`src/rtl/muldiv_pkg.sv`:
```
// Shared encodings and constants for the RV32 M-extension multi-cycle unit.
// Imported by the controller and the divider step.
package muldiv_pkg;

  typedef enum logic [2:0] {
    OP_MUL    = 3'd0,
    OP_MULH   = 3'd1,
    OP_MULHSU = 3'd2,
    OP_MULHU  = 3'd3,
    OP_DIV    = 3'd4,
    OP_DIVU   = 3'd5,
    OP_REM    = 3'd6,
    OP_REMU   = 3'd7
  } op_e;

  typedef enum logic [2:0] {
    ST_IDLE = 3'd0,
    ST_MUL  = 3'd1,
    ST_DIV  = 3'd2,
    ST_FIX  = 3'd3,
    ST_DONE = 3'd4
  } state_e;

  localparam int unsigned DIV_ITERS = 32;
  localparam logic [31:0] INT_MIN   = 32'h8000_0000;
  localparam logic [31:0] ALL_ONES  = 32'hFFFF_FFFF;

  // Negating INT_MIN wraps back to 0x80000000, which is its correct unsigned magnitude.
  function automatic logic [31:0] mag32(input logic [31:0] v, input logic is_signed);
    if (is_signed && v[31]) begin
      return 32'd0 - v;
    end else begin
      return v;
    end
  endfunction

endpackage

```
`src/rtl/muldiv_ctrl_if.sv`:
```
// Core <-> muldiv handshake bundle: the core is the master, the unit the slave.
interface muldiv_ctrl_if;

  logic        start;
  logic [2:0]  op;
  logic [31:0] rs1_val;
  logic [31:0] rs2_val;
  logic [31:0] result;
  logic        done;
  logic        busy;
  logic        should_stall;

  modport master (
    output start, op, rs1_val, rs2_val,
    input  result, done, busy, should_stall
  );

  modport slave (
    input  start, op, rs1_val, rs2_val,
    output result, done, busy, should_stall
  );

endinterface

```
`src/rtl/muldiv_ctrl_divu_step.sv`:
```
// One restoring-division iteration: shift in the next dividend bit and subtract
// the divisor when it fits.
module divu_step
  import muldiv_pkg::*;
(
  input  logic [31:0] rem_i,
  input  logic        dividend_bit_i,
  input  logic [31:0] divisor_i,
  output logic [31:0] rem_o,
  output logic        quot_bit_o
);

  logic [32:0] trial;

  // The trial value can exceed 32 bits, but the difference never does.
  always_comb begin
    trial = {rem_i, dividend_bit_i};
    if (trial >= {1'b0, divisor_i}) begin
      quot_bit_o = 1'b1;
      rem_o      = trial[31:0] - divisor_i;
    end else begin
      quot_bit_o = 1'b0;
      rem_o      = trial[31:0];
    end
  end

endmodule

```
`src/rtl/muldiv_ctrl.sv`:
```
// RV32 M-extension sequencer: pipelined multiplier plus a 1-bit/cycle restoring
// divider with RISC-V sign, divide-by-zero and overflow semantics.
module muldiv_ctrl
  import muldiv_pkg::*;
#(
  parameter int unsigned MUL_LATENCY = 2,
  parameter int unsigned XLEN        = 32
) (
  input  logic         clk,
  input  logic         rst,
  muldiv_ctrl_if.slave bus
);

  state_e               state_q, state_d;
  op_e                  op_q, op_d, op_in;
  logic [XLEN-1:0]      a_q, a_d, b_q, b_d, rem_q, rem_d, result_q, result_d;
  logic [4:0]           cnt_q, cnt_d;
  logic [MUL_LATENCY-1:0] vld_q, vld_d;
  logic                 neg_q, neg_d, done_q, done_d, busy_q, busy_d;
  logic                 accept, in_signed, special, a_signed, b_signed;
  logic [63:0]          a_ext, b_ext, product, mul_out;
  logic [XLEN-1:0]      step_rem, fix_val;
  logic                 step_bit;

  assign op_in     = op_e'(bus.op);
  assign accept    = (state_q == ST_IDLE) && bus.start;
  assign in_signed = ~bus.op[0];  // div and rem are the even (signed) encodings
  assign special   = (bus.rs2_val == 32'd0) ||
                     (in_signed && (bus.rs1_val == INT_MIN) && (bus.rs2_val == ALL_ONES));

  assign a_signed = (op_q == OP_MULH) || (op_q == OP_MULHSU);
  assign b_signed = (op_q == OP_MULH);
  assign a_ext    = {{32{a_signed & a_q[XLEN-1]}}, a_q};
  assign b_ext    = {{32{b_signed & b_q[XLEN-1]}}, b_q};
  assign product  = a_ext * b_ext;
  assign fix_val  = op_q[1] ? rem_q : a_q;

  // The final stage of the multiplier pipe is result_q itself.
  if (MUL_LATENCY > 1) begin : g_pipe
    logic [63:0] pipe_q [MUL_LATENCY-1];
    logic [63:0] pipe_d [MUL_LATENCY-1];

    always_comb begin
      pipe_d[0] = product;
      for (int i = 1; i < MUL_LATENCY - 1; i++) begin
        pipe_d[i] = pipe_q[i-1];
      end
    end

    always_ff @(posedge clk) begin
      if (rst) begin
        for (int i = 0; i < MUL_LATENCY - 1; i++) begin
          pipe_q[i] <= 64'd0;
        end
      end else begin
        pipe_q <= pipe_d;
      end
    end

    assign mul_out = pipe_q[MUL_LATENCY-2];
  end else begin : g_nopipe
    assign mul_out = product;
  end

  divu_step u_step (
    .rem_i          (rem_q),
    .dividend_bit_i (a_q[XLEN-1]),
    .divisor_i      (b_q),
    .rem_o          (step_rem),
    .quot_bit_o     (step_bit)
  );

  always_ff @(posedge clk) begin
    if (rst) begin
      state_q <= ST_IDLE;
    end else begin
      state_q <= state_d;
    end
  end

  always_comb begin
    state_d = state_q;
    case (state_q)
      ST_IDLE: begin
        if (!bus.start) begin
          state_d = ST_IDLE;
        end else if (!bus.op[2]) begin
          state_d = ST_MUL;
        end else if (special) begin
          state_d = ST_DONE;
        end else begin
          state_d = ST_DIV;
        end
      end
      ST_MUL:  state_d = vld_q[MUL_LATENCY-1] ? ST_DONE : ST_MUL;
      ST_DIV:  state_d = (cnt_q == 5'(DIV_ITERS - 1)) ? ST_FIX : ST_DIV;
      ST_FIX:  state_d = ST_DONE;
      ST_DONE: state_d = ST_IDLE;
      default: state_d = ST_IDLE;
    endcase
  end

  always_comb begin
    op_d     = op_q;
    a_d      = a_q;
    b_d      = b_q;
    rem_d    = rem_q;
    cnt_d    = cnt_q;
    neg_d    = neg_q;
    result_d = result_q;
    vld_d[0] = accept && !bus.op[2];
    for (int i = 1; i < MUL_LATENCY; i++) begin
      vld_d[i] = vld_q[i-1];
    end
    done_d = (state_d == ST_DONE);
    busy_d = (state_d == ST_MUL) || (state_d == ST_DIV) || (state_d == ST_FIX);
    case (state_q)
      ST_IDLE: begin
        if (bus.start) begin
          op_d  = op_in;
          rem_d = 32'd0;
          cnt_d = 5'd0;
          if (!bus.op[2]) begin
            a_d   = bus.rs1_val;
            b_d   = bus.rs2_val;
            neg_d = 1'b0;
          end else begin
            a_d   = mag32(bus.rs1_val, in_signed);
            b_d   = mag32(bus.rs2_val, in_signed);
            neg_d = bus.op[1] ? (in_signed & bus.rs1_val[31])
                              : (in_signed & (bus.rs1_val[31] ^ bus.rs2_val[31]));
            if (special && !bus.op[1]) begin
              result_d = (bus.rs2_val == 32'd0) ? ALL_ONES : INT_MIN;
            end else if (special) begin
              result_d = (bus.rs2_val == 32'd0) ? bus.rs1_val : 32'd0;
            end else begin
              result_d = result_q;
            end
          end
        end else begin
          op_d = op_q;
        end
      end
      ST_MUL: begin
        if (vld_q[MUL_LATENCY-1]) begin
          result_d = (op_q == OP_MUL) ? mul_out[31:0] : mul_out[63:32];
        end else begin
          result_d = result_q;
        end
      end
      ST_DIV: begin
        a_d   = {a_q[XLEN-2:0], step_bit};
        rem_d = step_rem;
        cnt_d = cnt_q + 5'd1;
      end
      ST_FIX: begin
        result_d = neg_q ? (32'd0 - fix_val) : fix_val;
      end
      ST_DONE: begin
        result_d = result_q;
      end
      default: begin
        result_d = result_q;
      end
    endcase
  end

  always_ff @(posedge clk) begin
    if (rst) begin
      op_q     <= OP_MUL;
      a_q      <= 32'd0;
      b_q      <= 32'd0;
      rem_q    <= 32'd0;
      cnt_q    <= 5'd0;
      vld_q    <= '0;
      neg_q    <= 1'b0;
      result_q <= 32'd0;
      done_q   <= 1'b0;
      busy_q   <= 1'b0;
    end else begin
      op_q     <= op_d;
      a_q      <= a_d;
      b_q      <= b_d;
      rem_q    <= rem_d;
      cnt_q    <= cnt_d;
      vld_q    <= vld_d;
      neg_q    <= neg_d;
      result_q <= result_d;
      done_q   <= done_d;
      busy_q   <= busy_d;
    end
  end

  assign bus.result       = result_q;
  assign bus.done         = done_q;
  assign bus.busy         = busy_q;
  assign bus.should_stall = accept | busy_q;

endmodule
```
`src/flat_wrapper.sv`:
```
// flat-port wrapper written by rule: the top's interface ports become plain ports
module muldiv_ctrl_flat import muldiv_pkg::*;
#(
  parameter int unsigned MUL_LATENCY = 2,
  parameter int unsigned XLEN        = 32
)
  (clk, rst, bus_start, bus_op, bus_rs1_val, bus_rs2_val, bus_result, bus_done, bus_busy, bus_should_stall);
  muldiv_ctrl_if bus_i ();
  input  logic clk;
  input  logic rst;
  input wire logic [$bits(bus_i.start)-1:0] bus_start;
  input wire logic [$bits(bus_i.op)-1:0] bus_op;
  input wire logic [$bits(bus_i.rs1_val)-1:0] bus_rs1_val;
  input wire logic [$bits(bus_i.rs2_val)-1:0] bus_rs2_val;
  output wire logic [$bits(bus_i.result)-1:0] bus_result;
  output wire logic [$bits(bus_i.done)-1:0] bus_done;
  output wire logic [$bits(bus_i.busy)-1:0] bus_busy;
  output wire logic [$bits(bus_i.should_stall)-1:0] bus_should_stall;
  assign bus_i.start = bus_start;
  assign bus_i.op = bus_op;
  assign bus_i.rs1_val = bus_rs1_val;
  assign bus_i.rs2_val = bus_rs2_val;
  assign bus_result = bus_i.result;
  assign bus_done = bus_i.done;
  assign bus_busy = bus_i.busy;
  assign bus_should_stall = bus_i.should_stall;
  muldiv_ctrl #(.MUL_LATENCY(MUL_LATENCY), .XLEN(XLEN)) u_core (.clk(clk), .rst(rst), .bus(bus_i));
endmodule
```
`config.mk`:
```
export PLATFORM = sky130hd
export DESIGN_NAME = muldiv_ctrl_flat
export DESIGN_NICKNAME = d
export VERILOG_FILES = /design/src/rtl/muldiv_pkg.sv /design/src/rtl/muldiv_ctrl_if.sv /design/src/rtl/muldiv_ctrl_divu_step.sv /design/src/rtl/muldiv_ctrl.sv /design/src/flat_wrapper.sv
export SDC_FILE = /design/constraint.sdc
export NUM_CORES = 2
export LEC_CHECK = 0
export ABC_CLOCK_PERIOD_IN_PS = 19500
export CAP_MARGIN = 5
export CORE_MARGIN = 4
export CORE_UTILIZATION = 30
export DETAILED_ROUTE_END_ITERATION = 6
export GPL_ROUTABILITY_DRIVEN = 0
export HOLD_SLACK_MARGIN = 0.12
export PLACE_DENSITY = 0.42
export SLEW_MARGIN = 20
export SYNTH_ARGS = -nofsm -noshare
export SYNTH_HDL_FRONTEND = slang
export SYNTH_SLANG_ARGS = --single-unit
```
`constraint.sdc`:
```
create_clock -name clk -period 19.5 [get_ports clk]
set_input_delay 5.85 -clock clk [delete_from_list [all_inputs] [get_ports clk]]
set_output_delay 5.85 -clock clk [all_outputs]
set_load 0.02 [all_outputs]
```
==> results.txt <==
DR vias/cell -> 4.83
Leakage -> 0.0245 uW
nets@finish -> 7151
CP Class -> in -> out
RSZ-0062 raised after global routing -> false
max-cap violations -> 0
Clock Latency Late Sink -> 0.56 ns
EDFF count, synth -> 0
Worst setup SP type -> primary input
Netlist cell types -> 76
fraction of layout cells with a size suffix above 1 -> 0.0398
Syn-to-layout area delta -> 8.49%
outcome -> complete, no violations
Min-Delay Path Class -> reg -> reg
VDD IR max -> 64.3 uV
syn nets -> 7278
cts hold-fix bufs -> 0
CP Capture Type -> output pin
GRT overflow -> 0
height of the die -> 417 um
CTS tree -> built
Mean Syn Cell Area -> 8.62 sq um
commonest non-fill, non-tap cell in the layout -> inv_1
routed wire length -> 170 mm
Die Width -> 417 um
site row count -> 149
area used by multi-input combinational logic -> 40100 sq um
Slew Limit Fails -> 0
slew of the pin with the lowest slew margin -> 1.14 ns
top-area cell type share of the netlist area -> 0.449
fmax -> 75.7 MHz
final hold vios -> 0
Min Clock Period, post-route -> 13.22 ns
fillcell total -> 17500
Tcrit/Tclk final -> 0.678
cell area after synthesis -> 50300 sq um
CTS H-tree depth -> 1
number of buffers created by CTS -> 26
PD cells -> 63.3 nW/um^2
global-route usage over all layers -> 0.198
CTS clk-pin slew, worst paths -> 0.06 ns
antenna violations before repair -> 14
hpwl dp -> 133 mm
post-route ant nets -> 0
DRC Markers -> 0
FF+latch count, synth -> 208
# setup viols final -> 0
Ys Warns -> 0
DIE AREA -> 174000 sq um
commonest non-fill, non-tap cells in the layout -> inv_1, fa_1, nand2_1, and2_1, nor2_1
post-cts repair resize count -> 0
Starting Density -> 0.303
number of global-route vias before repair -> 40800
postcts setup bufs -> 0
sequential cell area -> 4200 sq um
DRT Pass-1 Iters -> 5
required time of the critical path -> 13.65 ns
Root Buffer -> clkbuf_16
top cells by area in the synthesized netlist -> fa_1, inv_1, dfxtp_1
num ports -> 105
first-pass GRT wire length -> 262 mm
initial DRC count -> 2221
via count -> 38200
synthesized instance count -> 5831
PnR Total Power -> 3450 uW
R2R Setup Slk -> 9.65 ns
Critical Path Fanout Max -> 3
sequential fraction of the synthesis area -> 0.0829
area leader, netlist -> fa_1
Core Util, Final -> 0.329
Sink Count -> 208
maximum clock path buffer count -> 3
max_slew headroom -> 0.239
largest net degree at the start of global routing -> 81
Post-synth ARST share -> 0
# port buffers -> 104
core footprint -> 166000 sq um
setup_tns -> 0 ns
Top FF cell, synth -> dfxtp_1
WP data arrival -> 7.37 ns
average wire per standard cell -> 21.5 um
Final Skew -> 0.0174 ns
per-layer routing:
layer  routed length (um)  up-vias  track usage
met5                    0        -            0
met1                76500    20200        0.271
met2                86000      680        0.354
met3                 5010      134       0.0105
li1                     -    17300            -
met4                 2830        0       0.0273
path summary, 6_finish.rpt:
path / from / end / depth (start not counted)
setup / recovery: bus_start / bus_should_stall / 5
hold / removal: u_core.vld_q[0]$_SDFF_PP0_ / u_core.vld_q[1]$_SDFF_PP0_ / 1
setup reg to reg: u_core.op_q[1]$_SDFFE_PP0P_ / u_core.g_pipe.pipe_q[60]$_SDFF_PP0_ / 29
hold reg to reg: u_core.vld_q[0]$_SDFF_PP0_ / u_core.vld_q[1]$_SDFF_PP0_ / 1
logic make-up (layout without fill, tap and decap cells):
kind of cell,Yosys count,in the layout,share of synthesized area
muxes,67,67,0.0135
other,0,3,0
AOI/OAI and AO/OA,629,629,0.0798
xor gates and xnor gates,187,187,0.0326
DFF,208,208,0.0829
and+or+nand+nor,1776,1776,0.161
buffers and inverters,1587,1480,0.119
adders and majority gates,1377,1377,0.511
flip-flops by register name, summed over array words and instances (netlist names), 2 cells and up:
| register | cells |
|---|---|
| u_core.bus.result | 32 |
| u_core.op_q | 3 |
| u_core.rem_q | 32 |
| u_core.vld_q | 2 |
| u_core.a_q | 32 |
| u_core.b_q | 32 |
| u_core.state_q | 3 |
| u_core.g_pipe.pipe_q | 64 |
| u_core.cnt_q | 5 |
power by group:
group / leakage (uW) / total [uW] / internal, uW / switching (uW)
registers: 0.00171 / 579 / 494 / 84.6
clock network: 0.000511 / 596 / 382 / 214
logic: 0.0223 / 2270 / 804 / 1470
total: 0.0245 / 3450 / 1680 / 1770
cells in the mapped netlist (74+ instances only):
library cell	number
dfxtp_1	208
xnor2_1	113
o21ai_0	122
nor2_1	257
a21oi_1	195
nand2_1	945
fa_1	1126
ha_1	251
xor2_1	74
and2_1	285
clkbuf_1	331
inv_1	1230
critical path, stage by stage:
cell and delay, ns:
clkdlybuf4s50_1 0.45, nor2b_1 0.24, nand2_1 0.14, nand2b_1 0.09, clkdlybuf4s50_1 0.60
metrics by stage:
stage	hold slack [ns]	worst slack (ns)	instances	instance area, sq um
global placement	0.422	6.26	7865	53500
finish	0.442	6.28	7916	54500
CTS	0.442	6.28	7913	54500
detailed placement	0.430	6.29	7865	53500
global route	0.454	6.18	7913	54500
floorplan	0.414	7.27	5831	50300
final cells by class:
class / instances / share of cell area
Multi-Input combinational cell: 4036 / 0.736
Tap cell: 2189 / 0.0502
Timing Repair Buffer: 202 / 0.0326
Inverter: 1230 / 0.0847
Clock buffer: 32 / 0.0133
Sequential cell: 208 / 0.0769
Clock inverter: 16 / 0.00567
Antenna cell: 3 / 0.000138
Power figures use the tool's default switching activity.
